`config.mk`:
```
export PLATFORM = sky130hd
export DESIGN_NAME = multicycle_ctrl
export DESIGN_NICKNAME = d
export VERILOG_FILES = /design/src/rtl/mips_ctrl_pkg.sv /design/src/rtl/ctrl_wait_timer.sv /design/src/rtl/multicycle_ctrl.sv
export SDC_FILE = /design/constraint.sdc
export NUM_CORES = 1
export LEC_CHECK = 0
export BUFFER_PORTS_ARGS = -buffer_cell sky130_fd_sc_hd__buf_2
export CORE_MARGIN = 1.5
export CORE_UTILIZATION = 45
export DETAILED_ROUTE_END_ITERATION = 8
export PLACE_DENSITY_LB_ADDON = 0.25
export SYNTH_ARGS = -nofsm -noshare
export SYNTH_HDL_FRONTEND = slang
export SYNTH_HIERARCHICAL = 1
export SYNTH_SLANG_ARGS = --single-unit
```
`constraint.sdc`:
```
create_clock -name clk -period 6.1 [get_ports clk]
set_input_delay 0.305 -clock clk [delete_from_list [all_inputs] [get_ports clk]]
set_output_delay 0.305 -clock clk [all_outputs]
set_load 0.005 [all_outputs]
```
`src/rtl/mips_ctrl_pkg.sv`:
```
// Shared opcodes, state codes and datapath-select encodings for the multicycle MIPS controller.
package mips_ctrl_pkg;

  localparam logic [5:0] OP_RTYPE = 6'b000000;
  localparam logic [5:0] OP_LW    = 6'b100011;
  localparam logic [5:0] OP_SW    = 6'b101011;
  localparam logic [5:0] OP_BEQ   = 6'b000100;
  localparam logic [5:0] OP_J     = 6'b000010;
  localparam logic [5:0] OP_ADDI  = 6'b001000;

  typedef enum logic [3:0] {
    S_FETCH   = 4'd0,
    S_DECODE  = 4'd1,
    S_MEMADR  = 4'd2,
    S_MEMRD   = 4'd3,
    S_MEMWB   = 4'd4,
    S_MEMWR   = 4'd5,
    S_EXEC    = 4'd6,
    S_RWB     = 4'd7,
    S_BRANCH  = 4'd8,
    S_JUMP    = 4'd9,
    S_ADDI_EX = 4'd10,
    S_ADDI_WB = 4'd11
  } state_e;

  localparam logic [1:0] SRCB_B     = 2'b00;
  localparam logic [1:0] SRCB_4     = 2'b01;
  localparam logic [1:0] SRCB_IMM   = 2'b10;
  localparam logic [1:0] SRCB_IMMSH = 2'b11;

  localparam logic [1:0] ALUOP_ADD   = 2'b00;
  localparam logic [1:0] ALUOP_SUB   = 2'b01;
  localparam logic [1:0] ALUOP_FUNCT = 2'b10;

  localparam logic [1:0] PCSRC_ALU    = 2'b00;
  localparam logic [1:0] PCSRC_ALUOUT = 2'b01;
  localparam logic [1:0] PCSRC_JUMP   = 2'b10;

  typedef struct packed {
    logic       pc_write;
    logic       pc_write_cond;
    logic       iord;
    logic       mem_read;
    logic       mem_write;
    logic       ir_write;
    logic       mem_to_reg;
    logic       reg_dst;
    logic       reg_write;
    logic       alu_src_a;
    logic [1:0] alu_src_b;
    logic [1:0] alu_op;
    logic [1:0] pc_source;
  } ctrl_t;

endpackage

```
`src/rtl/ctrl_wait_timer.sv`:
```
// Counts consecutive not-ready cycles while a memory access is pending and flags expiry.
module ctrl_wait_timer #(
  parameter int TIMEOUT = 16,
  parameter int TO_W    = 5
) (
  input  logic clk,
  input  logic rst_n,
  input  logic busy,
  input  logic ready,
  output logic expire
);

  logic [TO_W-1:0] cnt_q, cnt_d;

  assign expire = busy & ~ready & (cnt_q == TO_W'(TIMEOUT - 1));

  // Expiry also clears so a FETCH->FETCH retry starts a fresh window.
  always_comb begin
    cnt_d = cnt_q + 1'b1;
    if (!busy || ready || expire) cnt_d = '0;
  end

  always_ff @(posedge clk or negedge rst_n) begin
    if (!rst_n) cnt_q <= '0;
    else        cnt_q <= cnt_d;
  end

endmodule

```
`src/rtl/multicycle_ctrl.sv`:
```
// Moore control FSM for the multicycle MIPS datapath with memory wait timeout.
// Build option: define MULTICYCLE_ADDI_EN to add the ADDI_EX/ADDI_WB path for op 001000.
module multicycle_ctrl
  import mips_ctrl_pkg::*;
#(
  parameter int TIMEOUT = 16,
  parameter int TO_W    = 5
) (
  input  logic       clk,
  input  logic       rst_n,
  input  logic [5:0] op,
  input  logic       mem_ready,
  output logic       PCWrite,
  output logic       PCWriteCond,
  output logic       IorD,
  output logic       MemRead,
  output logic       MemWrite,
  output logic       IRWrite,
  output logic       MemToReg,
  output logic       RegDst,
  output logic       RegWrite,
  output logic       ALUSrcA,
  output logic [1:0] ALUSrcB,
  output logic [1:0] ALUOp,
  output logic [1:0] PCSource,
  output logic       illegal_op,
  output logic       mem_err,
  output logic [3:0] state
);

  state_e state_q, state_d;
  ctrl_t  ctl, ctl_g;
  logic   busy, expire, ill;

  assign busy = (state_q == S_FETCH) || (state_q == S_MEMRD) || (state_q == S_MEMWR);

  ctrl_wait_timer #(.TIMEOUT(TIMEOUT), .TO_W(TO_W)) u_timer (
    .clk    (clk),
    .rst_n  (rst_n),
    .busy   (busy),
    .ready  (mem_ready),
    .expire (expire)
  );

  always_comb begin
    state_d = S_FETCH;
    ill     = 1'b0;
    case (state_q)
      S_FETCH:  state_d = mem_ready ? S_DECODE : S_FETCH;
      S_DECODE: begin
        case (op)
          OP_RTYPE:     state_d = S_EXEC;
          OP_LW, OP_SW: state_d = S_MEMADR;
          OP_BEQ:       state_d = S_BRANCH;
          OP_J:         state_d = S_JUMP;
`ifdef MULTICYCLE_ADDI_EN
          OP_ADDI:      state_d = S_ADDI_EX;
`endif
          default: begin
            ill     = 1'b1;
            state_d = S_FETCH;
          end
        endcase
      end
      S_MEMADR: begin
        if (op == OP_LW)      state_d = S_MEMRD;
        else if (op == OP_SW) state_d = S_MEMWR;
      end
      S_MEMRD:  state_d = mem_ready ? S_MEMWB : (expire ? S_FETCH : S_MEMRD);
      S_MEMWR:  state_d = (mem_ready || expire) ? S_FETCH : S_MEMWR;
      S_EXEC:   state_d = S_RWB;
`ifdef MULTICYCLE_ADDI_EN
      S_ADDI_EX: state_d = S_ADDI_WB;
`endif
      default:  state_d = S_FETCH;
    endcase
  end

  // FETCH strobes IR/PC only in the completing cycle, so a timed-out fetch retries the same PC.
  always_comb begin
    ctl = '0;
    case (state_q)
      S_FETCH: begin
        ctl.mem_read  = 1'b1;
        ctl.alu_src_b = SRCB_4;
        ctl.ir_write  = mem_ready;
        ctl.pc_write  = mem_ready;
      end
      S_DECODE: ctl.alu_src_b = SRCB_IMMSH;
      S_MEMADR: begin
        ctl.alu_src_a = 1'b1;
        ctl.alu_src_b = SRCB_IMM;
      end
      S_MEMRD: begin
        ctl.mem_read = 1'b1;
        ctl.iord     = 1'b1;
      end
      S_MEMWB: begin
        ctl.reg_write  = 1'b1;
        ctl.mem_to_reg = 1'b1;
      end
      S_MEMWR: begin
        ctl.mem_write = 1'b1;
        ctl.iord      = 1'b1;
      end
      S_EXEC: begin
        ctl.alu_src_a = 1'b1;
        ctl.alu_op    = ALUOP_FUNCT;
      end
      S_RWB: begin
        ctl.reg_write = 1'b1;
        ctl.reg_dst   = 1'b1;
      end
      S_BRANCH: begin
        ctl.alu_src_a     = 1'b1;
        ctl.alu_op        = ALUOP_SUB;
        ctl.pc_write_cond = 1'b1;
        ctl.pc_source     = PCSRC_ALUOUT;
      end
      S_JUMP: begin
        ctl.pc_write  = 1'b1;
        ctl.pc_source = PCSRC_JUMP;
      end
`ifdef MULTICYCLE_ADDI_EN
      S_ADDI_EX: begin
        ctl.alu_src_a = 1'b1;
        ctl.alu_src_b = SRCB_IMM;
      end
      S_ADDI_WB: ctl.reg_write = 1'b1;
`endif
      default: ctl = '0;
    endcase
  end

  // Gate with rst_n so strobes drop the instant reset asserts, not at the next edge.
  assign ctl_g       = rst_n ? ctl : '0;
  assign PCWrite     = ctl_g.pc_write;
  assign PCWriteCond = ctl_g.pc_write_cond;
  assign IorD        = ctl_g.iord;
  assign MemRead     = ctl_g.mem_read;
  assign MemWrite    = ctl_g.mem_write;
  assign IRWrite     = ctl_g.ir_write;
  assign MemToReg    = ctl_g.mem_to_reg;
  assign RegDst      = ctl_g.reg_dst;
  assign RegWrite    = ctl_g.reg_write;
  assign ALUSrcA     = ctl_g.alu_src_a;
  assign ALUSrcB     = ctl_g.alu_src_b;
  assign ALUOp       = ctl_g.alu_op;
  assign PCSource    = ctl_g.pc_source;
  assign illegal_op  = rst_n & ill;
  assign mem_err     = rst_n & expire;
  assign state       = state_q;

  always_ff @(posedge clk or negedge rst_n) begin
    if (!rst_n) state_q <= S_FETCH;
    else        state_q <= state_d;
  end

endmodule

```
# ---- After elaboration in Yosys (flattened, before gate mapping)
# Cells that the tools add are included.
dict set report classes {
  n_shift 0
  n_eq_ne 14
  add_sub_neg 1
  multipliers 0
  bitwise 5
  reduce_logical 14
  div_mod_pow 0
  order_cmp 0
  mux 25
}
# cell n
set op_table {}
lappend op_table {{4-bit case mux with 6 select lines} 1}
lappend op_table {{4-bit by 3-bit == test with 1-bit output (second input constant)} 4}
lappend op_table {{16-bit 2-to-1 mux} 1}
lappend op_table {{4-bit case mux with 4 select lines} 1}
lappend op_table {{6-bit == test (second input constant)} 2}
lappend op_table {{1-bit 2-to-1 mux} 12}
lappend op_table {{3-bit 2-to-1 mux} 4}
lappend op_table {{4-bit by 2-bit == test with 1-bit output (second input constant)} 2}
lappend op_table {{4-bit == test (second input constant)} 2}
lappend op_table {{2-bit case mux with 2 select lines} 2}
lappend op_table {{2-bit OR reduction} 4}
lappend op_table {{6-bit by 2-bit == test with 1-bit output (second input constant)} 1}
lappend op_table {{6-bit by 3-bit == test with 1-bit output (second input constant)} 1}
lappend op_table {{6-bit logical NOT} 1}
lappend op_table {{2-bit case mux with 3 select lines} 1}
lappend op_table {{5-bit by 1-bit adder with 5-bit output (second input constant)} 1}
lappend op_table {{5-bit by 4-bit == test with 1-bit output (second input constant)} 1}
lappend op_table {{1-bit logical OR} 5}
lappend op_table {{5-bit 2-to-1 mux} 1}
lappend op_table {{5-bit OR reduction} 1}
lappend op_table {{1-bit bitwise AND} 4}
lappend op_table {{4-bit by 1-bit == test with 1-bit output (second input constant)} 1}
lappend op_table {{4-bit logical NOT} 1}
lappend op_table {{3-bit OR reduction} 1}
lappend op_table {{other kinds (4)} 4}
dict set report totals {
  output_inout_bits 22
  n_memories 0
  mem_bits_ro 0
  inputBits 9
  elab_cells 61
  latch_bits 0
  ramBits 0
  regBits 9
}

# ---- Longest topological paths before layout
dict set report logic_depth {
  word_depth 8
  mapped_depth 10
  mapped_depth_nobuf 9
}

# ---- By module
# Netlist, hierarchy kept.
# module seq_area_each_um2 cells_per_inst area_each_um2 n_inst
set modules_own_cells {}
lappend modules_own_cells {multicycle_ctrl 100.1 74 523.0 1}
lappend modules_own_cells {ctrl_wait_timer 125.1 21 245.2 1}

# ---- Worst setup path after synthesis
# Ideal clock, no wire load.
dict set report synth_path {
  kind {reg2reg}
  start {reg state_q[1], in the netlist state[1]}
  end {reg state_q[0], in the netlist state[0]}
  path_stages_with_launch 9
  required_ps 6031
  path_buffers 1
  arrival_ps 2015
  slack_ps 4016
  setup_ps 69
  period_less_slack_ps 2084
  path_cell_list {dfrtp_1 -> clkbuf_1 -> nor3_1 -> a21oi_1 -> nor2_1 -> and3b_1 -> or4b_1 -> a311o_1 -> nand3_1}
}
dict set report synth_between {
  elab_chain_len 8
  elab_cells_between_ends 15
  classes_between {eq/ne (5); mux (4); bitwise (2); reduce/logical (4)}
}
# element line
set synth_lines {}
lappend synth_lines {{start: declaration} multicycle_ctrl.sv:31} ;# state_e state_q, state_d;
lappend synth_lines {{start signal: assignment} multicycle_ctrl.sv:156} ;# else state_q <= state_d;
lappend synth_lines {{4-bit by 2-bit == test with 1-bit output or 4-bit logical NOT (tied branches)} multicycle_ctrl.sv:35} ;# assign busy = (state_q == S_FETCH) || (state_q == S_MEMRD) || (state_q == S_MEMWR);
lappend synth_lines {{1-bit logical OR} multicycle_ctrl.sv:35}
lappend synth_lines {{1-bit logical OR (*)} multicycle_ctrl.sv:35}
lappend synth_lines {{net busy} multicycle_ctrl.sv:33} ;# logic busy, expire, ill;
lappend synth_lines {{1-bit bitwise AND (*) (2 in series)} ctrl_wait_timer.sv:15} ;# assign expire = busy & ~ready & (cnt_q == TO_W'(TIMEOUT - 1));
lappend synth_lines {{net expire} multicycle_ctrl.sv:33}
lappend synth_lines {{2-bit 2-to-1 mux or 1-bit logical OR (tied branches)} {multicycle_ctrl.sv:69, multicycle_ctrl.sv:70}}
lappend synth_lines {{3-bit 2-to-1 mux (on tied branches)} {multicycle_ctrl.sv:69, multicycle_ctrl.sv:70}}
lappend synth_lines {{4-bit case mux with 6 select lines (*)} multicycle_ctrl.sv:48} ;# case (state_q)
lappend synth_lines {{net state_d[0]} multicycle_ctrl.sv:31}
# Mark *: on every way through the listed nets, which the timed path passes. The rest lies on a longest branch.

# ---- Worst setup path after layout
dict set report layout_path {
  start {in rst_n}
  end {out PCWrite}
}
dict set report layout_between {
  elab_chain_len 1
}
# element line
set layout_lines {}
lappend layout_lines {{start: declaration} multicycle_ctrl.sv:10} ;# input logic rst_n,
lappend layout_lines {{16-bit 2-to-1 mux} multicycle_ctrl.sv:136} ;# assign ctl_g = rst_n ? ctl : '0;
lappend layout_lines {{end: declaration} multicycle_ctrl.sv:13} ;# output logic PCWrite,
# No other way between the ends.

==> results.toml <==
[status]
outcome = "complete, no violations"

[synthesis]
yosys-top-cells-area = "dfrtp_1, nor2_1, nand2b_1, a21oi_1, nand3_1"
syn-num-nets = 106
syn_area_um2 = 768
synth_top_area_share_pct = 29.3
yosys_warnings = 6
synth_compound_area_share_pct = 10.3
synthCells = 95
synth-adder-area-share_pct = 3.26
synthSimpleGateAreaFrac_pct = 47.1
avgSynthCellArea_um2 = 8.09
synth_top_family_by_area = "simple AND/OR/NAND/NOR gates"
synth-xor-area-share_pct = 3.42
muxShareOfSynthArea_pct = 1.47
ys_ff_latch = 9
netlist.top_cell.by_area = "dfrtp_1"
ys_seq_area_share_pct = 29.3
ys_types = 39

[finish]
layout.cells.most_common_list = "buf_2, nor2_1, dfrtp_1, nand3_1, a21oi_1"
final_common_cell = "buf_2"
drive_gt1_share_pct = 31.5
n_antenna_cell = 0
nets = 136
layoutNonFillerInstCount = 140
syn_to_final_growth_pct = 22.6

[die]
initial_core_util_pct = 49.3
core_area_mm2 = 0.00156
dieArea_mm2 = 0.00196
die_w_um = 44.3
row_count = 14
num_io_pins = 31
die_h_um = 44.3

[power]
seq_power_share_pct = 46.8
power_frac_comb_pct = 23.8
clkPwrFrac_pct = 29.4
power.share.switching_pct = 28.4
p_switching_mw = 0.0415
peakVddDrop_mv = 0.113
internal-power_mw = 0.105
p_leak_nw = 0.482
p_per_area_mw_per_mm2 = 155

[flow_run]
cap_viol_max_count = 0

[worst_setup_path]
crit_buf_inv = 3
crit_slowest_cell = "dlygate4sd3_1"
path_cells = "dlygate4sd3_1 -> buf_2 -> nor2b_2 -> nor3b_1 -> and3b_1 -> or2_2 -> buf_2"
path_delay_family = "buffers and inverters"
worst_setup_path_end_kind = "primary output"
crit_path_frequent_cell = "buf_2"
cp_max_fo = 14
critPathRequiredTime_ns = 5.79
crit_path_max_incr_delay_ns = 0.53
crit_type = "in -> out"
arrival_ns = 2.12
critPathLaunchType = "input pin"

[clock_tree]
clock_latency_ns = 0.25
clockBufferDepth = 2
cts_tree = "done"
clk_pin_slew_ns = 0.06
cts-htree-levels = 1
post-cts-setup-buffers = 0
cts_made_buffers = 3
root_buffer = "clkbuf_4"
cts.sinks = 9

[detailed_routing]
vias = 783
ant_nets = 0
drcViolationCount = 0
via_per_inst = 5.59
drt_pass1_iterations = 6
wire_per_inst_um = 11.5
drt_iter0_markers = 15
drt_wl_total_mm = 1.61

[timing]
final.setup_skew_ns = 0.000855
slew_headroom_pct = 67.1
worst_slew_pin_slew_ns = 0.494
grt_setup_unrepaired = "no"
setup_viol = 0
finalHoldViolCount = 0
period_share_pct = 39.8
slew_viol_final = 0
setup-tns-final_ns = 0
period_needed_ns = 2.43
clock.fmax_mhz = 412

[min_path]
hold_class = "in -> reg"

[place]
place_hpwl_mm = 1.21
port_buffers = 30
gp_congestion = 0.784
dp_cells = 135

[global_routing]
overflow = 0
grt_start_max_net_pins = 21
grt_usage_pct = 19.2
grt_pass1_wl_mm = 2.82
grt_pass1_vias = 658
antenna_found_initial = 0
[worst reg2reg max path: stages (launching register included)]
cell and delay, ns:
dfrtp_1 0.65, nor2b_1 0.23, nor3_1 0.07, a21oi_1 0.14, nor2_1 0.08, and3b_1 0.22
or4b_1 0.50, a311o_1 0.33, nand3_1 0.07
[metal layers]
metal / global-route usage, % / part of all wire (%) / up-vias
met4: 7.27 / 0.75 / 0
met2: 29.7 / 48 / 15
met3: 4.49 / 3.3 / 2
met1: 26.0 / 48 / 365
li1: - / - / 401
met5: 0 / 0 / -
[stage by stage]
step                      power, mW  hold WS, ns  setup WS, ns  util [%]  instance area [um2]
after floorplan              0.0907      0.00941          4.02         -                  768
after global placement        0.102        0.197          3.87      58.1                  906
after detailed placement      0.104        0.202          3.78      58.1                  906
after CTS                     0.148        0.290          3.66      60.4                  942
after global routing          0.157        0.305          3.49      60.4                  942
final                         0.146        0.292          3.67      60.4                  942
[kinds of logic after synthesis]
| logic type | Yosys count |
|---|---|
| buffers and inverters | 8 |
| AOI/OAI and AO/OA | 13 |
| muxes | 1 |
| xor gates and xnor gates | 3 |
| and+or+nand+nor | 59 |
| DFF | 9 |
| adders and majority gates | 2 |
[cells in the mapped netlist]
library cell   n
nor2_1        11
dfrtp_1        9
a21oi_1        6
nand3_1        6
nand2_1        5
nand2b_1       5
nor3_1         5
and3b_1        3
nor3b_1        3
o21ai_0        3
and3_1         2
buf_2          2
buf_4          2
clkbuf_1       2
ha_1           2
inv_1          2
nor2b_1        2
nor4_1         2
or3_1          2
xnor2_1        2
a21o_1         1
a311o_1        1
a311oi_1       1
and2_1         1
and4_1         1
mux2_1         1
nand3b_1       1
nand4b_1       1
nor2_2         1
nor2b_2        1
nor4b_1        1
nor4b_2        1
nor4bb_1       1
o211ai_1       1
or2_2          1
or3b_2         1
or3b_4         1
or4b_1         1
xor2_1         1
[area by class of cell]
class | count | area [um2]
Timing Repair Buffer | 31 | 160
Inverter | 2 | 7.51
Tap cell | 16 | 20.0
Multi-Input combinational cell | 78 | 503
Sequential cell | 9 | 225
Clock buffer | 4 | 26.3
Fill cell | 134 | 617
[worst paths after layout]
check | end | slack, ns | startpoint | depth (start not counted)
worst max register to register | state[0] | 3.75 | state[0] | 8
worst min register to register | u_timer/cnt_q[0] | 0.45 | u_timer/cnt_q[0] | 1
max in group asynchronous | state[1] | 5.40 | rst_n | 2
worst max-delay path | PCWrite | 3.67 | rst_n | 7
worst min-delay path | state[1] | 0.29 | op[3] | 2
min in group asynchronous | u_timer/cnt_q[3] | 0.48 | rst_n | 2
[power by group through the flow]
stage	Clock (mW)	Combinational (mW)	Sequential [mW]
after detailed placement	0	0.0344	0.0693
after CTS	0.0452	0.0350	0.0682
after global placement	0	0.0336	0.0689
final	0.0429	0.0347	0.0683
after global routing	0.0484	0.0395	0.0694
after floorplan	0	0.0253	0.0653
[flip-flops by register name (all words and copies together), names as in the netlist]
signal and cells:
state 4, u_timer/cnt_q 5
[what timing repair did]
item                                   CTS  global route
resized for setup                        0             0
endpoints found under the hold margin    9             0
hold buffers                             1             0
No activity file was read; power rests on OpenSTA's default activity.
